**src/rtl/serial_pkg.sv**
```systemverilog
// Shared serial-link constants: FSM state encodings and default framing parameters.
package serial_pkg;

  localparam int unsigned CLKS_PER_BIT_DEF = 16;
  localparam int unsigned DATA_BITS_DEF    = 8;

  localparam logic [1:0] ST_IDLE  = 2'd0;
  localparam logic [1:0] ST_START = 2'd1;
  localparam logic [1:0] ST_DATA  = 2'd2;
  localparam logic [1:0] ST_STOP  = 2'd3;

endpackage

```
**src/rtl/sync_2ff.sv**
```systemverilog
// Two-flop synchroniser for a single asynchronous bit, with configurable reset value.
module sync_2ff #(
  parameter logic RESET_VALUE = 1'b1
) (
  input  logic CLK,
  input  logic RST,
  input  logic D,
  output logic Q
);

  logic meta;

  // Resolve metastability over two stages; both flops reset to the idle level.
  always_ff @(posedge CLK) begin
    if (RST) begin
      meta <= RESET_VALUE;
      Q    <= RESET_VALUE;
    end else begin
      meta <= D;
      Q    <= meta;
    end
  end

endmodule

```
**src/rtl/serial_rx_deframer.sv**
```systemverilog
// UART-style receive deframer: start-bit glitch rejection, mid-bit sampling,
// LSB-first assembly and one-cycle valid / framing-error strobes.
module serial_rx_deframer
  import serial_pkg::*;
#(
  parameter int unsigned CLKS_PER_BIT = CLKS_PER_BIT_DEF,
  parameter int unsigned DATA_BITS    = DATA_BITS_DEF
) (
  input  logic                 CLK,
  input  logic                 RST,
  input  logic                 RX,
  output logic [DATA_BITS-1:0] RX_DATA,
  output logic                 RX_VALID,
  output logic                 RX_FRAME_ERR,
  output logic                 RX_BUSY
);

  localparam int unsigned CNT_W = $clog2(CLKS_PER_BIT);
  localparam int unsigned IDX_W = $clog2(DATA_BITS + 1);

  localparam logic [CNT_W-1:0] HALF_LAST = CNT_W'(CLKS_PER_BIT / 2 - 1);
  localparam logic [CNT_W-1:0] BIT_LAST  = CNT_W'(CLKS_PER_BIT - 1);
  localparam logic [IDX_W-1:0] IDX_LAST  = IDX_W'(DATA_BITS - 1);

  logic                 rx_s;
  logic                 rx_prev;
  logic [1:0]           warm;
  logic                 fall;

  logic [1:0]           state,   state_n;
  logic [CNT_W-1:0]     cnt,     cnt_n;
  logic [IDX_W-1:0]     idx,     idx_n;
  logic [DATA_BITS-1:0] shreg,   shreg_n;
  logic [DATA_BITS-1:0] data_n;
  logic                 valid_n;
  logic                 ferr_n;
  logic                 busy_n;

  sync_2ff #(.RESET_VALUE(1'b1)) u_rx_sync (
    .CLK (CLK),
    .RST (RST),
    .D   (RX),
    .Q   (rx_s)
  );

  // The synchroniser and rx_prev hold stale reset values for a few cycles after
  // reset; edges are ignored until they carry real line samples, so a line held
  // low through reset never looks like a start bit.
  assign fall = rx_prev & ~rx_s & (warm == 2'd3);

  // Next-state, counters, shift register and strobe decisions.
  always_comb begin
    state_n = state;
    cnt_n   = cnt + CNT_W'(1);
    idx_n   = idx;
    shreg_n = shreg;
    data_n  = RX_DATA;
    valid_n = 1'b0;
    ferr_n  = 1'b0;
    case (state)
      ST_IDLE: begin
        cnt_n = '0;
        if (fall) state_n = ST_START;
      end
      ST_START: begin
        if (cnt == HALF_LAST) begin
          cnt_n   = '0;
          idx_n   = '0;
          state_n = rx_s ? ST_IDLE : ST_DATA;
        end
      end
      ST_DATA: begin
        if (cnt == BIT_LAST) begin
          cnt_n   = '0;
          shreg_n = {rx_s, shreg[DATA_BITS-1:1]};
          idx_n   = idx + IDX_W'(1);
          if (idx == IDX_LAST) state_n = ST_STOP;
        end
      end
      ST_STOP: begin
        if (cnt == BIT_LAST) begin
          cnt_n   = '0;
          state_n = ST_IDLE;
          if (rx_s) begin
            data_n  = shreg;
            valid_n = 1'b1;
          end else begin
            ferr_n  = 1'b1;
          end
        end
      end
      default: begin
        cnt_n   = '0;
        state_n = ST_IDLE;
      end
    endcase
    busy_n = (state_n != ST_IDLE);
  end

  // State and output registers.
  always_ff @(posedge CLK) begin
    if (RST) begin
      state        <= ST_IDLE;
      cnt          <= '0;
      idx          <= '0;
      shreg        <= '0;
      rx_prev      <= 1'b1;
      warm         <= 2'd0;
      RX_DATA      <= '0;
      RX_VALID     <= 1'b0;
      RX_FRAME_ERR <= 1'b0;
      RX_BUSY      <= 1'b0;
    end else begin
      state        <= state_n;
      cnt          <= cnt_n;
      idx          <= idx_n;
      shreg        <= shreg_n;
      rx_prev      <= rx_s;
      if (warm != 2'd3) warm <= warm + 2'd1;
      RX_DATA      <= data_n;
      RX_VALID     <= valid_n;
      RX_FRAME_ERR <= ferr_n;
      RX_BUSY      <= busy_n;
    end
  end

endmodule

```
**config.mk**
```make
export PLATFORM = sky130hd
export DESIGN_NAME = serial_rx_deframer
export DESIGN_NICKNAME = d
export VERILOG_FILES = /design/src/rtl/serial_pkg.sv /design/src/rtl/sync_2ff.sv /design/src/rtl/serial_rx_deframer.sv
export SDC_FILE = /design/constraint.sdc
export NUM_CORES = 1
export LEC_CHECK = 0
export CAP_MARGIN = 20
export CORE_ASPECT_RATIO = 1.25
export CORE_UTILIZATION = 58
export CTS_BUF_LIST = sky130_fd_sc_hd__clkbuf_4 sky130_fd_sc_hd__clkbuf_8
export DETAILED_ROUTE_END_ITERATION = 16
export DONT_BUFFER_PORTS = 1
export PLACE_DENSITY = 0.78
export SYNTH_ARGS = -nofsm -noshare
export SYNTH_HDL_FRONTEND = slang
export SYNTH_HIERARCHICAL = 1
export SYNTH_SLANG_ARGS = --single-unit
```
**constraint.sdc**
```tcl
create_clock -name CLK -period 1.41 [get_ports CLK]
set_input_delay 0.423 -clock CLK [delete_from_list [all_inputs] [get_ports CLK]]
set_output_delay 0.423 -clock CLK [all_outputs]
set_load 0.05 [all_outputs]
```
==> results.txt, run 1 <==
The tool flagged a number of max-cap violations equal to 0. The root buffer cell was clkbuf_4. The die covers 2685 um^2. The routed design has 3004 um of wire. Setup violations remaining at the end of the flow were counted as 0. The worst vdd rail ir drop is 0.0007938 V. The clock net sink count is 34. The largest area contributor in the netlist is dfxtp_1. After detailed routing, the number of remaining DRC violations is 0. The share of synthesized flip-flops with an asynchronous set or reset was 0; the required time of the critical path was 1.69 ns. The clock arrives with 0.01436 ns of skew. The count of inserted antenna diode cells came out at 0. The area of placed instances came out at 1473 um^2.

For the instance count of the mapped netlist, the log shows 159. The H-tree was split into 2 levels. Number of antenna violations at the first check in global routing: 0.

TritonCTS built the clock tree. The logs give 41 for the number of DRC markers in iteration 0 and 4 for the detailed-router iteration count before antenna repair. The logs give 0.4730 for the proportion of synthesized chip area in sequential cells and 164 um for the routed wire length on met3. In this run the worst hold path is classified as in -> reg. The count of buffers from port buffering was 0. The count of cell types in the netlist is 40, and the post-layout instance area is 1609 um^2.

The share of the synthesized area in the top cell type is 0.4730, and the largest buffer count on any clock path is 2. In this run the most critical hold path is launched from RST. The tightest slew margin relative to the limit is 0.7816. Detailed placement finished with a half-perimeter wire length of 1991 um.

The aggregate global routing overflow is 0, and the total standard cell area after synthesis is 1439 um^2. OpenSTA, run right after detailed placement, puts the worst setup slack at -0.07048 ns. The peak fanout along the critical path was 9.

STA classifies the critical path endpoint as a flop. From left edge to right edge, the die measures 46.55 um. The max-slew violation count came out at 0.

The yosys synthesis warning count is 6. The highest metal layer with signal wires was met4. For the clock network latency to the later pin of the worst-skew pair, the log shows 0.35 ns. In this run, CTS created clock tree buffers numbering 5. For this run, the post-layout net count is 171.

The register clock-pin slew on the reported worst setup and hold paths works out to 0.11 ns. Ranked by total cell area, the synthesized netlist is headed by dfxtp_1 47%, nand3_1 7.7%, a21oi_1 7.0%, o21ai_0 6.3%, ha_1 2.6%. The net count after synthesis is 165.

The routed design uses 1540 um of met2 wire. The register bit count reported by yosys is 34, and the power after layout is 1631 uW. The synthesized design contains 0 enable-type register cells. The tools report the number of rows in the core area as 19. The worst register-to-register path begins at state[0]. The cell leakage power came out at 0.0005625 uW. The worst setup path is of the reg -> reg kind.

Setup total negative slack on the finished layout was measured at 0 ns. Relative to the synthesized area, the layout overhead comes to 11.83%. The run gives 0.1230 ns as the worst slack on hold paths. At the pin with the least slew margin, the transition time is 0.3267 ns. Pin placement for this block handled 14 I/O pins.

Hold violation count in the final report: 0. In the final routing, the length of wire on met1 measures 1234 um. The first global-routing pass estimated 4712 um of wire.

In this run the standard cell core region covers 2282 um^2. For the number of vias after detailed routing, the log shows 1,203. Routability-driven placement finished with a final weighted congestion of 0.9029.

Top flip-flop cell by instance count after synthesis: dfxtp_1. The tools report the launch point of the critical path as state[0]. The tools report the pin count of the biggest net entering global routing as 28. In the routed layout, each cell is associated on average with a via count of 6.107.

STA classifies the critical path startpoint as a flop. The time the worst path needs with I/O delays and setup was 1.346 ns. After detailed routing, the average wire length per cell comes to 15.25 um. At the worst endpoint, the arrival time is 1.62 ns.

The total routing usage reported by global routing is 0.2500. In the post-route analysis, the smallest setup slack over all paths is 0.06366 ns. The average cell area after synthesis is 9.050 um^2.

The tools report the via count of the first global-routing pass as 1,107. From bottom edge to top edge, the die measures 57.69 um. In this run the power density over the cells is 1014 nW/um^2.

The logs give 0 for the count of hold-fix buffers inserted at cts and 742.8 MHz for the fmax. The layout cell share with drive strength beyond 1 was 0.2892; the part of the cycle the worst path needs was 0.9549. The run finished with clean final reports. The effective utilization at floorplan was 0.6305; the remaining number of nets flagged by the antenna check after routing was 0.
-- cell usage after synthesis (3+ instances only) --
master and count:
o21ai_0 18, nand3_1 22, nor2_1 7, clkbuf_1 3
nand2_1 3, ha_1 3, buf_2 5, a21oi_1 20
xnor2_1 3, dfxtp_1 34
-- through the flow --
stage,utilization,std cells
floorplan,-,159
global placement,0.6453,187
detailed placement,0.6453,187
CTS,0.6809,195
global route,0.7050,197
finish,0.7050,197
-- power breakdown --
group          internal (uW)  switching (uW)  total [uW]
Clock                    261             330         591
Sequential               976            15.5         991
Combinational           26.4            22.7        49.1
-- metal layers --
metal  global-route usage  vias to the layer above
met2               0.4206                       40
li1                     -                      584
met3              0.08723                       10
met4               0.1261                        0
met5                    0                        -
met1               0.2640                      569
-- sequential cells by signal (all words and copies together) (netlist names) --
register and flops:
RX_DATA 8, shreg 8, cnt 4, idx 4, state 2, warm 2, RX_BUSY 1, RX_FRAME_ERR 1
RX_VALID 1, rx_prev 1, u_rx_sync/Q 1, u_rx_sync/meta 1
-- worst max-delay path, stage by stage, from the launching register on --
cell	delay, ns
dfxtp_4	0.41
or3b_4	0.40
a211oi_2	0.24
mux2i_1	0.24
-- cells in the final DEF, fill, tap and decap left out, drive strengths merged, types with 7 or more instances in the layout --
cell type	instances
a21oi	20
buf	12
clkbuf	7
dfxtp	34
nand3	22
nor2	7
o21ai	18
-- worst paths after layout --
kind | endpoint | slack [ns] | cells past startpoint
min reg2reg | u_rx_sync/Q | 0.41 | 1
min | RX_DATA[1] | 0.12 | 1
max | idx[3] | 0.06 | 3
max reg2reg | idx[3] | 0.06 | 3
-- cells by family (layout without fill, tap and decap cells) --
family	count (synthesis)	count (layout)	synth area share
buffers and inverters	15	22	0.06086
AND/OR/NAND/NOR	51	51	0.1922
adder cells (fa/ha/maj)	3	3	0.02609
AO/OA/AOI/OAI	50	50	0.2096
flip-flops	34	34	0.4730
XOR/XNOR	4	4	0.02435
multiplexers	2	2	0.01391
-- area by class of cell --
class / instances / area (um^2)
flip-flops and latches: 34 / 705.7
inverters: 2 / 7.507
clock inverters: 1 / 5.005
repair buffers: 12 / 102.6
multi-input cells: 110 / 690.7
clock buffers: 7 / 58.81
well taps: 31 / 38.79
fillers: 181 / 673.1
-- repair_timing --
item	4_1_cts	5_1_grt
setup buffers	0	2
gates resized for setup	11	11
pin swaps	0	2
setup endpoints to repair	18	15
(Power assumes the default switching activity.)
==> run 2: changes to the inputs <==
--- a/config.mk
+++ b/config.mk
@@ -8,7 +8,7 @@
 export CAP_MARGIN = 20
 export CORE_ASPECT_RATIO = 1.25
 export CORE_UTILIZATION = 58
-export CTS_BUF_LIST = sky130_fd_sc_hd__clkbuf_4 sky130_fd_sc_hd__clkbuf_8
+export CTS_BUF_LIST = sky130_fd_sc_hd__clkbuf_8
 export DETAILED_ROUTE_END_ITERATION = 16
 export DONT_BUFFER_PORTS = 1
 export PLACE_DENSITY = 0.78
==> run 2 against run 1 <==
  * Wire length shrank 6.8%
  * Global-route usage down 0.19 points
  * Maximum frequency is 0.47% lower
  * Power rose by 7.6%
  * Hold slack better by 0.080 ns
  * Highest routed layer unchanged
  * Clock skew down 0.0095 ns
  * Critical path depth is 3 lower
  * Largest cell class unchanged
  * Worst setup slack worse by 0.0064 ns
  * Die area stayed put
  * Sequential power about the same
  * Combinational power hardly changed
==> results.txt, run 2 (synthesis gave the netlist of run 1 again) <==
The flow ran to the end, and the final reports show no timing, DRC or antenna violations. The number of antenna violations at the first check in global routing was 0; the required time of the critical path was 0.99 ns. Leaving out fill and tap cells, the most frequent cell in the layout is dfxtp_1. The cell sitting at the root of the clock tree is a clkbuf_8. The die area is 2685 um^2. The logs give 0.6963 for the end-of-flow core utilization and 0 for the post-route DRC violation count.

At the worst endpoint, the arrival time is 0.93 ns. TritonCTS built the clock tree. The cell count of the worst hold path is 1.

The number of buffers inserted during clock tree synthesis was 5; the count of cells along the worst register-to-register path was 3. The initialized floorplan defines 19 standard-cell rows. The count of nets after finishing was 169; the final-layout setup total negative slack was 0 ns.

During placement, the flow inserted port buffers numbering 0. The time the worst path needs with I/O delays and setup is 1.353 ns, and the number of vias after detailed routing is 1,165. The growth of design area from synthesis to finish came out at 10.43%.

The largest registers in the layout are RX_DATA: 8 flops, shreg: 8 flops. The total placed cells including tap cells is 187, and the peak fanout along the critical path is 2. The layout cell share with drive strength beyond 1 is 0.2012, and the setup violation total in the final timing report is 0. The first global-routing pass estimated 4712 um of wire. The wire-length estimate of the detail-placed layout is 1991 um. After the first detailed-routing iteration, the DRC count stood at 52. The clock net sink count was 34; the detailed-route wire length was 2801 um. Excluding fillers, the count of instances in the completed layout stands at 195. The worst setup path is of the reg -> out kind. The run gives 2 as the maximum level of the CTS H-tree. The via count of the first global-routing pass was 1,101; the power per cell area was 1105 nW/um^2. The max-slew violation count came out at 0.

The remaining number of nets flagged by the antenna check after routing is 0, and the area of placed instances is 1473 um^2. After clock tree synthesis, the clock-pin slew on the worst setup and hold paths is 0.07 ns. Measured along the y axis, the die boundary spans 57.69 um.

The logs give 0 for the max-cap check violation count and 2 for the largest buffer count on any clock path. The count of hold-fix buffers inserted at cts was 0; the part of the cycle the worst path needs was 0.9594. The tightest slew margin relative to the limit was 0.6526.

Static timing analysis puts the maximum clock frequency at 739.2 MHz. The path length in cells of the critical path is 0, and the hold violation count in the final report is 0. The count of inserted antenna diode cells came out at 0.

The final RePlAce weighted congestion was 0.9029. The launching element type of the critical path is a flop. Using the TritonRoute via totals, the vias-per-cell ratio works out to 5.974. Summed over all cells, the static leakage comes to 0.0005540 uW.

Setup repair after global routing left no endpoint under its margin. For this run, the detailed router's first-pass iteration total came to 4. The worst clock skew is 0.004838 ns.

Clock latency on the worst-skew pair, taken at its later pin, is 0.28 ns. The library cells used most frequently in the layout, excluding fill and tap cells, are 31 x dfxtp_1, 21 x nand3_1, 19 x a21oi_1. The kind of end point of the critical path is an output port. At the pin with the least slew margin, the transition time is 0.5204 ns.

In this run the worst hold path is classified as in -> reg. The logs give 14 for the top-level port count and 0 for the post-CTS setup-driven buffer insertion count. After routing the design area is 1589 um^2. The effective utilization at floorplan is 0.6305, and the pin count of the biggest net entering global routing is 28. After global routing the overflow that remains totals 0. The core area is 2282 um^2.

IR analysis of the VDD net gives a maximum drop of 0.001060 V. The horizontal die dimension was 46.55 um; the total routing usage reported by global routing was 0.2481. Dividing the detail-routed wire length by the instance count gives 14.36 um.
[run 2: cell types whose count changed in the layout (fill, tap and decap cells not counted), sizes merged]
cell and change:
buf -2, clkbuf -1, inv +1
[run 2: layer usage]
metal / global-route usage / vias up / routed length [um]
li1: - / 581 / -
met1: 0.2700 / 550 / 1178
met2: 0.4187 / 28 / 1461
met3: 0.07477 / 6 / 109
met4: 0.1218 / 0 / 51
met5: 0 / - / 0
[run 2: path summary, 6_finish.rpt]
path	start	endpoint	slack [ns]
min reg2reg	u_rx_sync/meta	u_rx_sync/Q	0.41
max	RX_DATA[6]	RX_DATA[6]	0.06
max reg2reg	state[1]	idx[3]	0.07
min	RST	shreg[0]	0.20
[run 2: layout make-up]
| type | count | area (um^2) |
|---|---|---|
| Sequential cell | 34 | 689.4 |
| Clock buffer | 6 | 82.58 |
| Timing Repair Buffer | 10 | 75.07 |
| Inverter | 2 | 7.507 |
| Clock inverter | 2 | 8.758 |
| Fill cell | 191 | 693.2 |
| Tap cell | 31 | 38.79 |
| Multi-Input combinational cell | 110 | 686.9 |
[run 2: repair_timing]
| item | CTS | global route |
|---|---|---|
| pin swaps | 0 | 4 |
| gates resized for setup | 3 | 8 |
| gates cloned | 0 | 0 |
| setup endpoints to repair | 10 | 7 |
[run 2: report_power, final]
group          internal (uW)  switching, uW  total [uW]
sequential               977           15.2         992
combinational           26.2           23.1        49.3
clock                    386            328         714
total                   1390            367        1760
[run 2: metrics by stage]
| step | power, uW | setup WS (ns) | hold WS [ns] |
|---|---|---|---|
| 2_1_floorplan | 1062 | 0.02061 | 0.3854 |
| 3_3_place_gp | 1063 | 0.03434 | 0.3907 |
| 3_5_place_dp | 1066 | -0.07048 | 0.3907 |
| 4_1_cts | 1777 | 0.05344 | 0.1908 |
| 5_1_grt | 1832 | 0.01121 | 0.1842 |
| 6_report | 1756 | 0.05724 | 0.2028 |
==> run 3: changes to the inputs <==
--- a/config.mk
+++ b/config.mk
@@ -11,7 +11,7 @@
 export CTS_BUF_LIST = sky130_fd_sc_hd__clkbuf_8
 export DETAILED_ROUTE_END_ITERATION = 16
 export DONT_BUFFER_PORTS = 1
-export PLACE_DENSITY = 0.78
+export PLACE_DENSITY = 0.72
 export SYNTH_ARGS = -nofsm -noshare
 export SYNTH_HDL_FRONTEND = slang
 export SYNTH_HIERARCHICAL = 1
==> run 3 against run 2 <==
  * Register-to-register slack lost 0.02 ns
  * Maximum frequency shrank 0.68%
  * Non-clock buffer count grew 3
  * First-iteration DRC count fell by 25%
  * Critical endpoint is now idx[2]
  * Wire length is 6.7% higher
==> results.txt, run 3 (synthesis gave the netlist of run 1 again) <==
The register clock-pin slew on the reported worst setup and hold paths came out at 0.07 ns. Path category of the worst min-delay check: in -> reg. The largest registers in the layout are RX_DATA: 8 flops, shreg: 8 flops.

The max-slew violation count came out at 0. The number of rows in the core area came out at 19. The aggregate global routing overflow is 0, and the arrival time of the worst setup path is 1.53 ns. The global-route wire length before repair was 4885 um.

The first TritonRoute pass finished after 4 iterations. At the pin with the least slew margin, the transition time is 0.5002 ns. TritonCTS built the clock tree. The logs give 1,183 for the number of vias after detailed routing and 197 for the final cell count without fillers. The total placed cells including tap cells is 190.

The tools report the count of nets after finishing as 172. Buffers added to address setup during post-CTS repair amount to 0. The detailed-route wire length was 2989 um. The number of vias per cell was 6.005; the power per cell area was 1194 nW/um^2.

The floorplan step defined a die boundary enclosing 2685 um^2. Core area: 2282 um^2. The most frequent standard cell in the layout excluding fill and tap cells is dfxtp_1.

The maximum level of the CTS H-tree is 2. The setup path with the least slack is of type reg -> reg. Setup violation total in the final timing report: 0. The layout cell share with drive strength beyond 1 was 0.2169.

Relative to the synthesized area, the layout overhead comes to 13.13%. The count of inserted antenna diode cells came out at 0. Entering global routing, the biggest net connects 28 pins. Timing would allow up to 734.2 MHz. At the later pin of the worst-skew pair, clock insertion delay measures 0.28 ns. The slack of the worst reg-to-reg path is 0.05 ns. The run gives 0 as the max-cap check violation count. The logs give 2020 um for the HPWL after detailed placement and 14 for the top-level port count. The tools report the kind of end point of the critical path as a flop. For the number of buffers inserted during clock tree synthesis, the log shows 5. The first routing iteration left 39 violations. The via count of the first global-routing pass is 1,124, and the required time of the critical path is 1.57 ns.

For the hold violation count in the final report, the log shows 0. The tree is rooted in a clkbuf_8. IR analysis of the VDD net gives a maximum drop of 0.001035 V.

Setup repair after global routing could not meet its margin everywhere. The per-cell routed wire length works out to 15.17 um. The worst clock skew is 0.003639 ns, and the cell leakage power is 0.0005734 uW. The run gives 0.8629 as the final RePlAce weighted congestion. The run gives 0.6305 as the effective utilization at floorplan. Subtracting the final worst setup slack from the clock period gives 1.362 ns.

STA classifies the critical path startpoint as a flop. Total routing usage reported by global routing: 0.2646. The die is 46.55 um wide. The floorplan step set the die height to 57.69 um. CTS saw 34 sinks. The flow ran to the end, and the final reports show no timing, DRC or antenna violations.

The tools report the final-layout setup total negative slack as 0 ns. The tightest slew margin relative to the limit was 0.6661; the largest buffer count on any clock path was 2. The count of nets left with antenna violations once routing finished came out at 0.

The library cells used most frequently in the layout, excluding fill and tap cells, are 28 x dfxtp_1, 22 x nand3_1, 20 x a21oi_1. The number of hold buffers added after CTS was 0. The number of antenna violations at the first check in global routing is 0.

Along the worst path, the maximum fanout reaches 5. The part of the cycle the worst path needs is 0.9659. After detailed routing, the number of remaining DRC violations is 0.

Buffers placed on the I/O ports in this run total 0.
==> run 3: changes by cell type in the layout (fill, tap and decap cells not counted), sizes merged <==
| cell | change |
|---|---|
| buf | +3 |
| clkinv | -1 |
| bufinv | +1 |
| inv | -1 |
==> run 3: stage by stage <==
step | util | worst slack [ns] | hold WS [ns] | power, uW | cell area [um^2]
global placement | 0.6552 | 0.06126 | 0.3918 | 1061 | 1495
floorplan | - | 0.02061 | 0.3854 | 1062 | 1441
CTS | 0.7105 | 0.01042 | 0.1959 | 1957 | 1622
detailed placement | 0.6552 | -0.02571 | 0.4128 | 1072 | 1495
finish | 0.7133 | 0.04804 | 0.1990 | 1944 | 1628
global route | 0.7133 | -0.0006990 | 0.1865 | 2015 | 1628
==> run 3: layer usage <==
metal  part of all wire  track usage  wire [um]  vias to the layer above
met5                  0            0          0                        -
met4              0.018       0.1134         53                        0
met3              0.040      0.09346        120                        5
met2               0.53       0.4345       1593                       27
met1               0.41       0.2992       1222                      569
li1                   -            -          -                      582
==> run 3: cell type report <==
class	instances	area [um^2]
clock buffer	6	82.58
fill	198	654.4
tap	31	38.79
inverter	2	7.507
timing repair buffer	13	97.59
clock inverter	1	30.03
sequential	34	688.2
multi-input combinational	110	683.2
==> run 3: timing repair <==
action | in CTS | in global routing
resized for setup | 3 | 6
setup endpoints to repair | 9 | 11
pin swaps | 1 | 1
==> run 3: final timing paths <==
path,cells past startpoint,endpoint,start
worst min-delay path,1,RX_DATA[1],RST
worst max register to register,5,idx[2],cnt[0]
worst max-delay path,5,idx[2],cnt[0]
worst min register to register,1,u_rx_sync/Q,u_rx_sync/meta
==> run 3: report_power, final <==
part	total, uW	internal [uW]	leakage, uW	switching [uW]
Sequential	996	981	0.000278	15.7
Combinational	52.4	27.1	0.000238	25.2
Clock	896	565	0.0000573	331
Total	1940	1570	0.000573	372
==> run 3: critical path: stages, from the launching register on <==
cell and delay, ns:
dfxtp_2 0.36, ha_4 0.16, nand3_1 0.19, buf_4 0.22, o31ai_1 0.24, a21oi_1 0.07
